<file path="src/rtl/dac_pkg.sv">
// rtl/dac_pkg.sv - shared constants for the ADC scaling chain and its DAC reverse path
package dac_pkg;

    // Sensor transfer ratios used by both the ADC (forward) and DAC (reverse) paths.
    localparam int ADC_CUR_A_PER_V  = 50;
    localparam int ADC_VOLT_V_PER_V = 500;

    // Reciprocal gains in Q8: round(1024 / ratio * 256).
    localparam int CUR_GAIN_DEF   = 5243;
    localparam int VOLT_GAIN_DEF  = 524;
    localparam int GAIN_SHIFT_DEF = 8;
    localparam int CODE_SHIFT_DEF = 3;

    localparam logic [3:0]  DAC_CMD_WR_UPD = 4'b0011;
    localparam logic [3:0]  ADDR_A         = 4'd0;
    localparam logic [3:0]  ADDR_B         = 4'd1;
    localparam int          FRAME_W        = 24;
    localparam logic [15:0] OB_XOR         = 16'h8000;

    // Scaled product -> offset-binary DAC code. Saturation is applied to the
    // full 32-bit shifted value so large setpoints clamp instead of wrapping.
    function automatic logic [15:0] to_dac_code(input logic signed [31:0] prod,
                                                input int gain_shift,
                                                input int code_shift);
        logic signed [31:0] q10;
        logic signed [31:0] c;
        q10 = prod >>> gain_shift;
        c   = q10 <<< code_shift;
        if (c > 32'sd32767) begin
            c = 32'sd32767;
        end else if (c < -32'sd32768) begin
            c = -32'sd32768;
        end
        return c[15:0] ^ OB_XOR;
    endfunction

endpackage

</file>
<file path="src/rtl/dac_spi_tx.sv">
// rtl/dac_spi_tx.sv - single 24-bit SPI write frame transmitter, MSB first, mode 0
// Ports: clk/rst_n; start+frame load a frame when idle; busy while cs_n is low;
// done is high in the last cs_n-low cycle; sclk/cs_n/sdi drive the DAC.
module dac_spi_tx
    import dac_pkg::*;
#(
    parameter int SCLK_DIV = 2
) (
    input  logic               clk,
    input  logic               rst_n,
    input  logic               start,
    input  logic [FRAME_W-1:0] frame,
    output logic               busy,
    output logic               done,
    output logic               sclk,
    output logic               cs_n,
    output logic               sdi
);

    localparam logic [15:0] DIV_LAST  = 16'(SCLK_DIV - 1);
    // 48 half periods carry the bits; half 48 is the cs_n hold tail with sclk low.
    localparam logic [5:0]  HALF_LAST = 6'(2 * FRAME_W);

    logic               active_q, active_d;
    logic [FRAME_W-1:0] shreg_q, shreg_d;
    logic [15:0]        div_q, div_d;
    logic [5:0]         half_q, half_d;
    logic               sclk_q, sclk_d;
    logic               cs_n_q, cs_n_d;
    logic               sdi_q, sdi_d;

    always_comb begin
        active_d = active_q;
        shreg_d  = shreg_q;
        div_d    = div_q;
        half_d   = half_q;
        sclk_d   = sclk_q;
        cs_n_d   = cs_n_q;
        sdi_d    = sdi_q;
        if (!active_q) begin
            if (start) begin
                active_d = 1'b1;
                shreg_d  = frame;
                div_d    = '0;
                half_d   = '0;
                sclk_d   = 1'b0;
                cs_n_d   = 1'b0;
                sdi_d    = frame[FRAME_W-1];
            end
        end else if (div_q == DIV_LAST) begin
            div_d = '0;
            if (half_q == HALF_LAST) begin
                active_d = 1'b0;
                cs_n_d   = 1'b1;
                sclk_d   = 1'b0;
                sdi_d    = 1'b0;
            end else begin
                half_d = half_q + 6'd1;
                if (!half_q[0]) begin
                    sclk_d = 1'b1;
                end else begin
                    // Falling edge: present the next bit. After the 24th fall the
                    // register is all zeros, so sdi settles low for the tail.
                    sclk_d  = 1'b0;
                    shreg_d = {shreg_q[FRAME_W-2:0], 1'b0};
                    sdi_d   = shreg_q[FRAME_W-2];
                end
            end
        end else begin
            div_d = div_q + 16'd1;
        end
    end

    always_ff @(posedge clk) begin
        if (!rst_n) begin
            active_q <= 1'b0;
            shreg_q  <= '0;
            div_q    <= '0;
            half_q   <= '0;
            sclk_q   <= 1'b0;
            cs_n_q   <= 1'b1;
            sdi_q    <= 1'b0;
        end else begin
            active_q <= active_d;
            shreg_q  <= shreg_d;
            div_q    <= div_d;
            half_q   <= half_d;
            sclk_q   <= sclk_d;
            cs_n_q   <= cs_n_d;
            sdi_q    <= sdi_d;
        end
    end

    assign busy = active_q;
    assign done = active_q && (div_q == DIV_LAST) && (half_q == HALF_LAST);
    assign sclk = sclk_q;
    assign cs_n = cs_n_q;
    assign sdi  = sdi_q;

endmodule

</file>
<file path="src/rtl/realvalue2dacvolt.sv">
// rtl/realvalue2dacvolt.sv - real-unit setpoints to dual-channel DAC SPI frames
// Ports: ad_clk/rst_n; set_current/set_voltage with set_valid/set_ready handshake;
// dac_sclk/dac_cs_n/dac_sdi SPI pins; done pulses when the channel B frame ends.
module realvalue2dacvolt
    import dac_pkg::*;
#(
    parameter int         CUR_GAIN   = CUR_GAIN_DEF,
    parameter int         VOLT_GAIN  = VOLT_GAIN_DEF,
    parameter int         GAIN_SHIFT = GAIN_SHIFT_DEF,
    parameter int         CODE_SHIFT = CODE_SHIFT_DEF,
    parameter int         SCLK_DIV   = 2,
    parameter int         CS_GAP     = 4,
    parameter logic [3:0] DAC_CMD    = DAC_CMD_WR_UPD
) (
    input  logic               ad_clk,
    input  logic               rst_n,
    input  logic signed [15:0] set_current,
    input  logic signed [15:0] set_voltage,
    input  logic               set_valid,
    output logic               set_ready,
    output logic               dac_sclk,
    output logic               dac_cs_n,
    output logic               dac_sdi,
    output logic               done
);

    localparam logic [2:0] S_IDLE    = 3'd0;
    localparam logic [2:0] S_CALC1   = 3'd1;
    localparam logic [2:0] S_CALC2   = 3'd2;
    localparam logic [2:0] S_SHIFT_A = 3'd3;
    localparam logic [2:0] S_GAP     = 3'd4;
    localparam logic [2:0] S_SHIFT_B = 3'd5;
    localparam logic [2:0] S_DONE    = 3'd6;

    localparam logic signed [31:0] CUR_GAIN_S  = 32'(CUR_GAIN);
    localparam logic signed [31:0] VOLT_GAIN_S = 32'(VOLT_GAIN);
    localparam logic [15:0]        GAP_LAST    = 16'(CS_GAP - 1);

    logic [2:0]         state_q, state_d;
    logic signed [15:0] cur_q, cur_d;
    logic signed [15:0] volt_q, volt_d;
    logic signed [31:0] prod_cur_q, prod_cur_d;
    logic signed [31:0] prod_volt_q, prod_volt_d;
    logic [15:0]        code_b_q, code_b_d;
    logic [15:0]        gap_cnt_q, gap_cnt_d;

    logic               tx_start;
    logic [FRAME_W-1:0] tx_frame;
    logic               tx_busy;
    logic               tx_done;
    logic [15:0]        code_a;
    logic [15:0]        code_b_calc;
    logic signed [31:0] cur_ext;
    logic signed [31:0] volt_ext;

    assign cur_ext     = {{16{cur_q[15]}}, cur_q};
    assign volt_ext    = {{16{volt_q[15]}}, volt_q};
    assign code_a      = to_dac_code(prod_cur_q, GAIN_SHIFT, CODE_SHIFT);
    assign code_b_calc = to_dac_code(prod_volt_q, GAIN_SHIFT, CODE_SHIFT);

    always_comb begin
        state_d     = state_q;
        cur_d       = cur_q;
        volt_d      = volt_q;
        prod_cur_d  = prod_cur_q;
        prod_volt_d = prod_volt_q;
        code_b_d    = code_b_q;
        gap_cnt_d   = gap_cnt_q;
        tx_start    = 1'b0;
        tx_frame    = {DAC_CMD, ADDR_A, code_a};
        case (state_q)
            S_IDLE: begin
                if (set_valid) begin
                    cur_d   = set_current;
                    volt_d  = set_voltage;
                    state_d = S_CALC1;
                end
            end
            S_CALC1: begin
                prod_cur_d  = cur_ext * CUR_GAIN_S;
                prod_volt_d = volt_ext * VOLT_GAIN_S;
                state_d     = S_CALC2;
            end
            S_CALC2: begin
                // Channel A code feeds the transmitter directly; B is held for later.
                code_b_d = code_b_calc;
                tx_start = 1'b1;
                state_d  = S_SHIFT_A;
            end
            S_SHIFT_A: begin
                if (tx_done) begin
                    gap_cnt_d = '0;
                    state_d   = S_GAP;
                end
            end
            S_GAP: begin
                if (gap_cnt_q == GAP_LAST && !tx_busy) begin
                    tx_start = 1'b1;
                    tx_frame = {DAC_CMD, ADDR_B, code_b_q};
                    state_d  = S_SHIFT_B;
                end else begin
                    gap_cnt_d = gap_cnt_q + 16'd1;
                end
            end
            S_SHIFT_B: begin
                if (tx_done) begin
                    state_d = S_DONE;
                end
            end
            S_DONE: begin
                state_d = S_IDLE;
            end
            default: begin
                state_d = S_IDLE;
            end
        endcase
    end

    always_ff @(posedge ad_clk) begin
        if (!rst_n) begin
            state_q     <= S_IDLE;
            cur_q       <= '0;
            volt_q      <= '0;
            prod_cur_q  <= '0;
            prod_volt_q <= '0;
            code_b_q    <= '0;
            gap_cnt_q   <= '0;
        end else begin
            state_q     <= state_d;
            cur_q       <= cur_d;
            volt_q      <= volt_d;
            prod_cur_q  <= prod_cur_d;
            prod_volt_q <= prod_volt_d;
            code_b_q    <= code_b_d;
            gap_cnt_q   <= gap_cnt_d;
        end
    end

    dac_spi_tx #(
        .SCLK_DIV (SCLK_DIV)
    ) u_tx (
        .clk   (ad_clk),
        .rst_n (rst_n),
        .start (tx_start),
        .frame (tx_frame),
        .busy  (tx_busy),
        .done  (tx_done),
        .sclk  (dac_sclk),
        .cs_n  (dac_cs_n),
        .sdi   (dac_sdi)
    );

    assign set_ready = (state_q == S_IDLE);
    assign done      = (state_q == S_DONE);

endmodule

</file>
<file path="config.mk">
export PLATFORM = sky130hd
export DESIGN_NAME = realvalue2dacvolt
export DESIGN_NICKNAME = d
export VERILOG_FILES = /design/src/rtl/dac_pkg.sv /design/src/rtl/dac_spi_tx.sv /design/src/rtl/realvalue2dacvolt.sv
export SDC_FILE = /design/constraint.sdc
export NUM_CORES = 1
export LEC_CHECK = 0
export CORE_MARGIN = 2
export CORE_UTILIZATION = 67
export DETAILED_ROUTE_END_ITERATION = 6
export GPL_TIMING_DRIVEN = 0
export PLACE_DENSITY = 0.95
export SYNTH_ARGS = -nofsm -noshare
export SYNTH_HDL_FRONTEND = slang
export SYNTH_HIERARCHICAL = 1
export SYNTH_SLANG_ARGS = --single-unit
</file>
<file path="constraint.sdc">
create_clock -name ad_clk -period 9 [get_ports ad_clk]
set_input_delay 1.8 -clock ad_clk [delete_from_list [all_inputs] [get_ports ad_clk]]
set_output_delay 1.8 -clock ad_clk [all_outputs]
set_load 0.02 [all_outputs]
</file>
; Yosys cells after proc, flatten, opt, wreduce, memory -nomap -nowiden
; Index checks and enable logic that the tools add are counted.
[word_totals]
register_bits = 171
out_inout_bits = 5
[op_classes]
addsub = 3
mul = 2
order_cmp = 4
eq_ne = 19
n_mux = 45
n_bitwise = 2
reduce_logical = 15
[ops]
columns = op, count
row1 = two-way mux 16 bit, 9
row2 = two-way mux 23 bit, 5
row3 = two-way mux 17 bit, 2
row4 = adder 16 x 1 -> 16 bit (second input constant), 2
row5 = one-hot mux 16 bit (2 select lines), 1
row6 = multiplier 16 x 14 -> 30 bit (second input constant), 1
row7 = > comparator 25 x 16 -> 1 bit (second input constant), 1
row8 = < comparator 25 x 16 -> 1 bit (second input constant), 1
row9 = multiplier 16 x 9 -> 25 bit (second input constant), 1
row10 = two-way mux 6 bit, 4
row11 = > comparator 22 x 16 -> 1 bit (second input constant), 1
row12 = < comparator 22 x 16 -> 1 bit (second input constant), 1
row13 = two-way mux 1 bit, 18
row14 = inequality test 2 bit (second input constant), 9
row15 = one-hot mux 3 bit (6 select lines), 1
row16 = equality test 16 x 1 -> 1 bit (second input constant), 1
row17 = equality test 16 x 2 -> 1 bit (second input constant), 1
row18 = two-way mux 3 bit, 4
row19 = AND reduction 3 bit, 4
row20 = equality test 3 bit (second input constant), 3
row21 = AND reduction 4 bit, 2
row22 = adder 6 x 1 -> 6 bit (second input constant), 1
row23 = equality test 3 x 2 -> 1 bit (second input constant), 2
row24 = equality test 6 bit (second input constant), 1
row25 = 9 further kinds, 14

; Longest topological paths before layout
[logic_depth]
depth_word = 8
ltp_mapped = 20
ltp_nobuf = 20

; Hierarchy
; The synthesis kept the hierarchy.
[modules_own_cells]
columns = mod, n_inst, cells_per_inst, area_each_um2, seq_area_each_um2
row1 = realvalue2dacvolt, 1, 1305, 11069.4, 2122.0
row2 = dac_spi_tx, 1, 276, 2499.9, 980.9

; Least setup slack after synthesis
; OpenSTA, ideal clock, no wires.
[synth_path]
kind = register -> register
start = register cur_q[15]
end = register prod_cur_q[28]
setup_ns = 0.074
arrival_ns = 5.512
required_time_ns = 8.926
setup_slack_ns = 3.414
path_stages_with_launch = 19
path_buffers = 1
synth_period_minus_slack_ns = 5.586
cell_sequence = dfxtp_1 > inv_1 > fa_1 > fa_1 > inv_1 > fa_1 > fa_1 > inv_1 > fa_1 > inv_1 > ha_1 > buf_2 > and3_1 > and4_1 > nand3_1 > o211ai_2 > a31oi_1 > xor2_1 > o21ai_0
[synth_via]
elab_chain_len = 1
[synth_lines]
columns = element, line_no
row1 = start: declaration, realvalue2dacvolt.sv:40  ; logic signed [15:0] cur_q, cur_d;
row2 = start signal: assignment, realvalue2dacvolt.sv:130  ; cur_q <= cur_d;
row3 = multiplier 16 x 14 -> 30 bit, realvalue2dacvolt.sv:80  ; prod_cur_d = cur_ext * CUR_GAIN_S;
row4 = end signal: assignment, realvalue2dacvolt.sv:132  ; prod_cur_q <= prod_cur_d;
row5 = end: declaration, realvalue2dacvolt.sv:42  ; logic signed [31:0] prod_cur_q, prod_cur_d;
; No other way between the ends.
; A chain may end at the register's enable or synchronous reset.

; Worst setup path after layout
; Same ends and word-level chain as after synthesis.

==> impl_metrics.py <==
metrics = {
    "power_and_ir_drop": {
        "peakVddDrop_uv": 142.3,
        "leakage_nw": 7.059,
        "p_per_area_nw_per_um2": 180.8,
    },
    "global_routing": {
        "overflow": 0,
        "grt_pass1_vias": 11900,
        "antenna_found_initial": 0,
        "grt_pass1_wl_um": 56030,
        "grt_start_max_net_pins": 18,
        "grt.total_usage": 0.3202,
    },
    "layout": {
        "syn_to_final_growth_pct": 9.737,
        "diodes": 0,
        "final_nets": 1948,
        "final_util": 0.7431,
        "drive_gt1_frac": 0.05552,
    },
    "yosys": {
        "synthAdderAreaFrac": 0.3023,
        "yosysWarnings": 6,
        "synth_ff_type": "dfxtp_1",
        "netlist_instances": 1581,
        "synth-edff-count": 0,
        "synth_xor_area_frac": 0.04518,
        "synthSimpleGateAreaFrac": 0.1464,
        "syn_area_um2": 13570,
        "synth_mux_area_frac": 0.02379,
        "ys_seq_area_frac": 0.2287,
        "syn_avg_cell_area_um2": 8.583,
        "synth-seq-cells": 155,
        "synth_top_family_by_area": "adder cells",
        "synth_compound_area_frac": 0.1682,
        "synth_cell_types": 78,
        "synthArstFlopShare": 0,
    },
    "clock_network": {
        "cts_buffer_depth": 2,
        "tritoncts": "done",
        "clkTransAtPathRegs_ns": 0.07,
        "cts_buffers": 17,
        "cts_max_level": 4,
        "postCtsSetupRepairBufs": 0,
        "cts.sink_count": 155,
        "clockRootBuffer": "clkbuf_16",
        "cts_resized": 0,
        "postCtsHoldBufs": 0,
        "insertion_delay_ns": 0.45,
    },
    "die": {
        "dieHeight_um": 146.3,
        "num_io_pins": 40,
        "die-area_um2": 21410,
        "start_util": 0.6771,
        "coreArea_um2": 20040,
        "core.rowCount": 52,
        "fp.dieW_um": 146.3,
    },
    "sta": {
        "max_slew.worst_pin.slew_ns": 1.023,
        "final-setup-viol-count": 0,
        "final.setup.tns_ns": 0,
        "fmax_mhz": 157.4,
        "fin_worst_skew_ns": 0.01299,
        "hold_viol_final": 0,
        "rsz0062_at_grt": "false",
        "maxSlewViolCount": 0,
        "max_slew_margin": 0.3169,
        "fin_crit_sh": 0.7059,
        "finalCriticalPeriod_ns": 6.353,
    },
    "worst_setup_path": {
        "crit_fanout": 16,
        "worstPathRequired_ns": 9.38,
        "cp-end-kind": "flip-flop",
        "crit_type": "reg2reg",
        "crit_arrival_ns": 6.73,
        "start_kind": "flip-flop",
    },
    "route": {
        "ant_nets": 0,
        "wl_um": 33700,
        "via_per_inst": 6.038,
        "first_pass_iters": 5,
        "num_vias": 11640,
        "wire_per_inst_um": 17.49,
        "drtIter0Drc": 926,
        "drc": 0,
    },
    "status": {
        "status": "complete, no violations",
    },
    "place": {
        "dpl.hpwl_um": 25200,
        "numPortBuffers": 39,
        "gp_congestion": 0.8931,
    },
    "worst_hold_path": {
        "hp-class": "reg2reg",
    },
    "flow_run": {
        "drv_cap": 0,
    },
}
per-layer routing:
metal / GRT usage / up-vias / wire length [um]
met5: 0 / - / 0
met4: 0.1607 / 0 / 1454
met3: 0.05281 / 136 / 2247
met2: 0.5639 / 539 / 16850
met1: 0.3789 / 5532 / 13140
li1: - / 5429 / -
final timing paths:
path	cells after the start	from	to	slack (ns)
max reg2reg	18	cur_q[15]	prod_cur_q[28]	2.65
min reg2reg	2	prod_cur_q[13]	prod_cur_q[13]	0.45
max	18	cur_q[15]	prod_cur_q[28]	2.65
min	2	prod_cur_q[13]	prod_cur_q[13]	0.45
area by class of cell:
| cell class | count | area, um^2 |
|---|---|---|
| inverters | 233 | 874.6 |
| clock buffers | 17 | 425.4 |
| multi-input cells | 1141 | 9333 |
| flip-flops and latches | 155 | 3103 |
| fillers | 1306 | 5149 |
| repair buffers | 39 | 390.4 |
| well taps | 270 | 337.8 |
| clock inverters | 15 | 148.9 |
| plain buffers | 57 | 277.8 |
through the flow:
step / area (um^2) / setup WS [ns] / power [mW] / hold slack [ns] / cells
3_5_place_dp: 14320 / 2.635 / 1.944 / 0.4430 / 1895
2_1_floorplan: 13590 / 3.414 / 1.660 / 0.4199 / 1586
4_1_cts: 14890 / 2.639 / 2.671 / 0.4583 / 1927
5_1_grt: 14890 / 2.309 / 2.865 / 0.4830 / 1927
6_report: 14890 / 2.647 / 2.693 / 0.4536 / 1927
3_3_place_gp: 14320 / 2.788 / 1.864 / 0.4355 / 1895
synth_stat cells (all sizes together) (5+ instances only):
master / n / share of area
a211oi: 7 / 0.0059
a21boi: 49 / 0.027
a21o: 11 / 0.0061
a21oi: 62 / 0.024
a31oi: 16 / 0.0074
and2: 22 / 0.010
and3: 16 / 0.0074
buf: 25 / 0.012
clkbuf: 32 / 0.0089
dfxtp: 155 / 0.23
fa: 98 / 0.14
ha: 171 / 0.16
inv: 233 / 0.064
mux2i: 30 / 0.022
nand2: 214 / 0.059
nand3: 30 / 0.011
nand4: 18 / 0.0088
nor2: 63 / 0.018
nor2b: 6 / 0.0028
nor3: 15 / 0.0059
nor4: 11 / 0.0055
o211a: 23 / 0.017
o211ai: 7 / 0.0053
o21a: 6 / 0.0033
o21ai: 120 / 0.045
o31ai: 5 / 0.0048
or3: 8 / 0.0037
xnor2: 34 / 0.022
xor2: 36 / 0.023
state kept, by name, indices dropped and copies added (netlist names):
register and cells:
u_tx/shreg_q 23, prod_cur_q 22, prod_volt_q 19, cur_q 16
gap_cnt_q 16, u_tx/div_q 16, volt_q 16, code_b_q 14
u_tx/half_q 6, state_q 3, u_tx/busy 1, u_tx/cs_n 1
u_tx/sclk 1, u_tx/sdi 1
cell families (layout without fill, tap and decap cells):
| kind of cell | Yosys count | in the layout |
|---|---|---|
| other | 2 | 7 |
| xor gates and xnor gates | 70 | 70 |
| muxes | 32 | 32 |
| AOI/OAI and AO/OA | 337 | 337 |
| DFF | 155 | 155 |
| and+or+nand+nor | 426 | 426 |
| adders and majority gates | 269 | 269 |
| buffers and inverters | 290 | 361 |
critical path, stage by stage, from the launching register on:
cell      delay, ns
dfxtp_1        0.99
inv_1          0.73
fa_1           0.67
fa_1           0.51
inv_1          0.05
fa_1           0.46
fa_1           0.54
inv_1          0.06
fa_1           0.49
inv_1          0.05
ha_1           0.26
buf_2          0.19
and3_1         0.21
and4_1         0.25
nand3_1        0.10
o211ai_2       0.26
a31oi_1        0.15
xor2_1         0.16
o21ai_0        0.14
power breakdown:
part | switching (mW) | internal [mW]
Combinational | 0.725 | 0.463
Sequential | 0.0522 | 0.737
Clock | 0.347 | 0.368
cell usage in the layout, fill, tap and decap left out, drive strengths merged, types with 25 or more instances in the layout:
cell           synthesis  routed
inv                  233     242
nand2                214     214
ha                   171     171
dfxtp                155     155
o21ai                120     120
fa                    98      98
nor2                  63      63
a21oi                 62      62
a21boi                49      49
clkbuf                32      49
clkdlybuf4s50          0      39
xor2                  36      36
xnor2                 34      34
mux2i                 30      30
nand3                 30      30
buf                   25      25
Note: power is estimated with default switching activity, not from simulation.
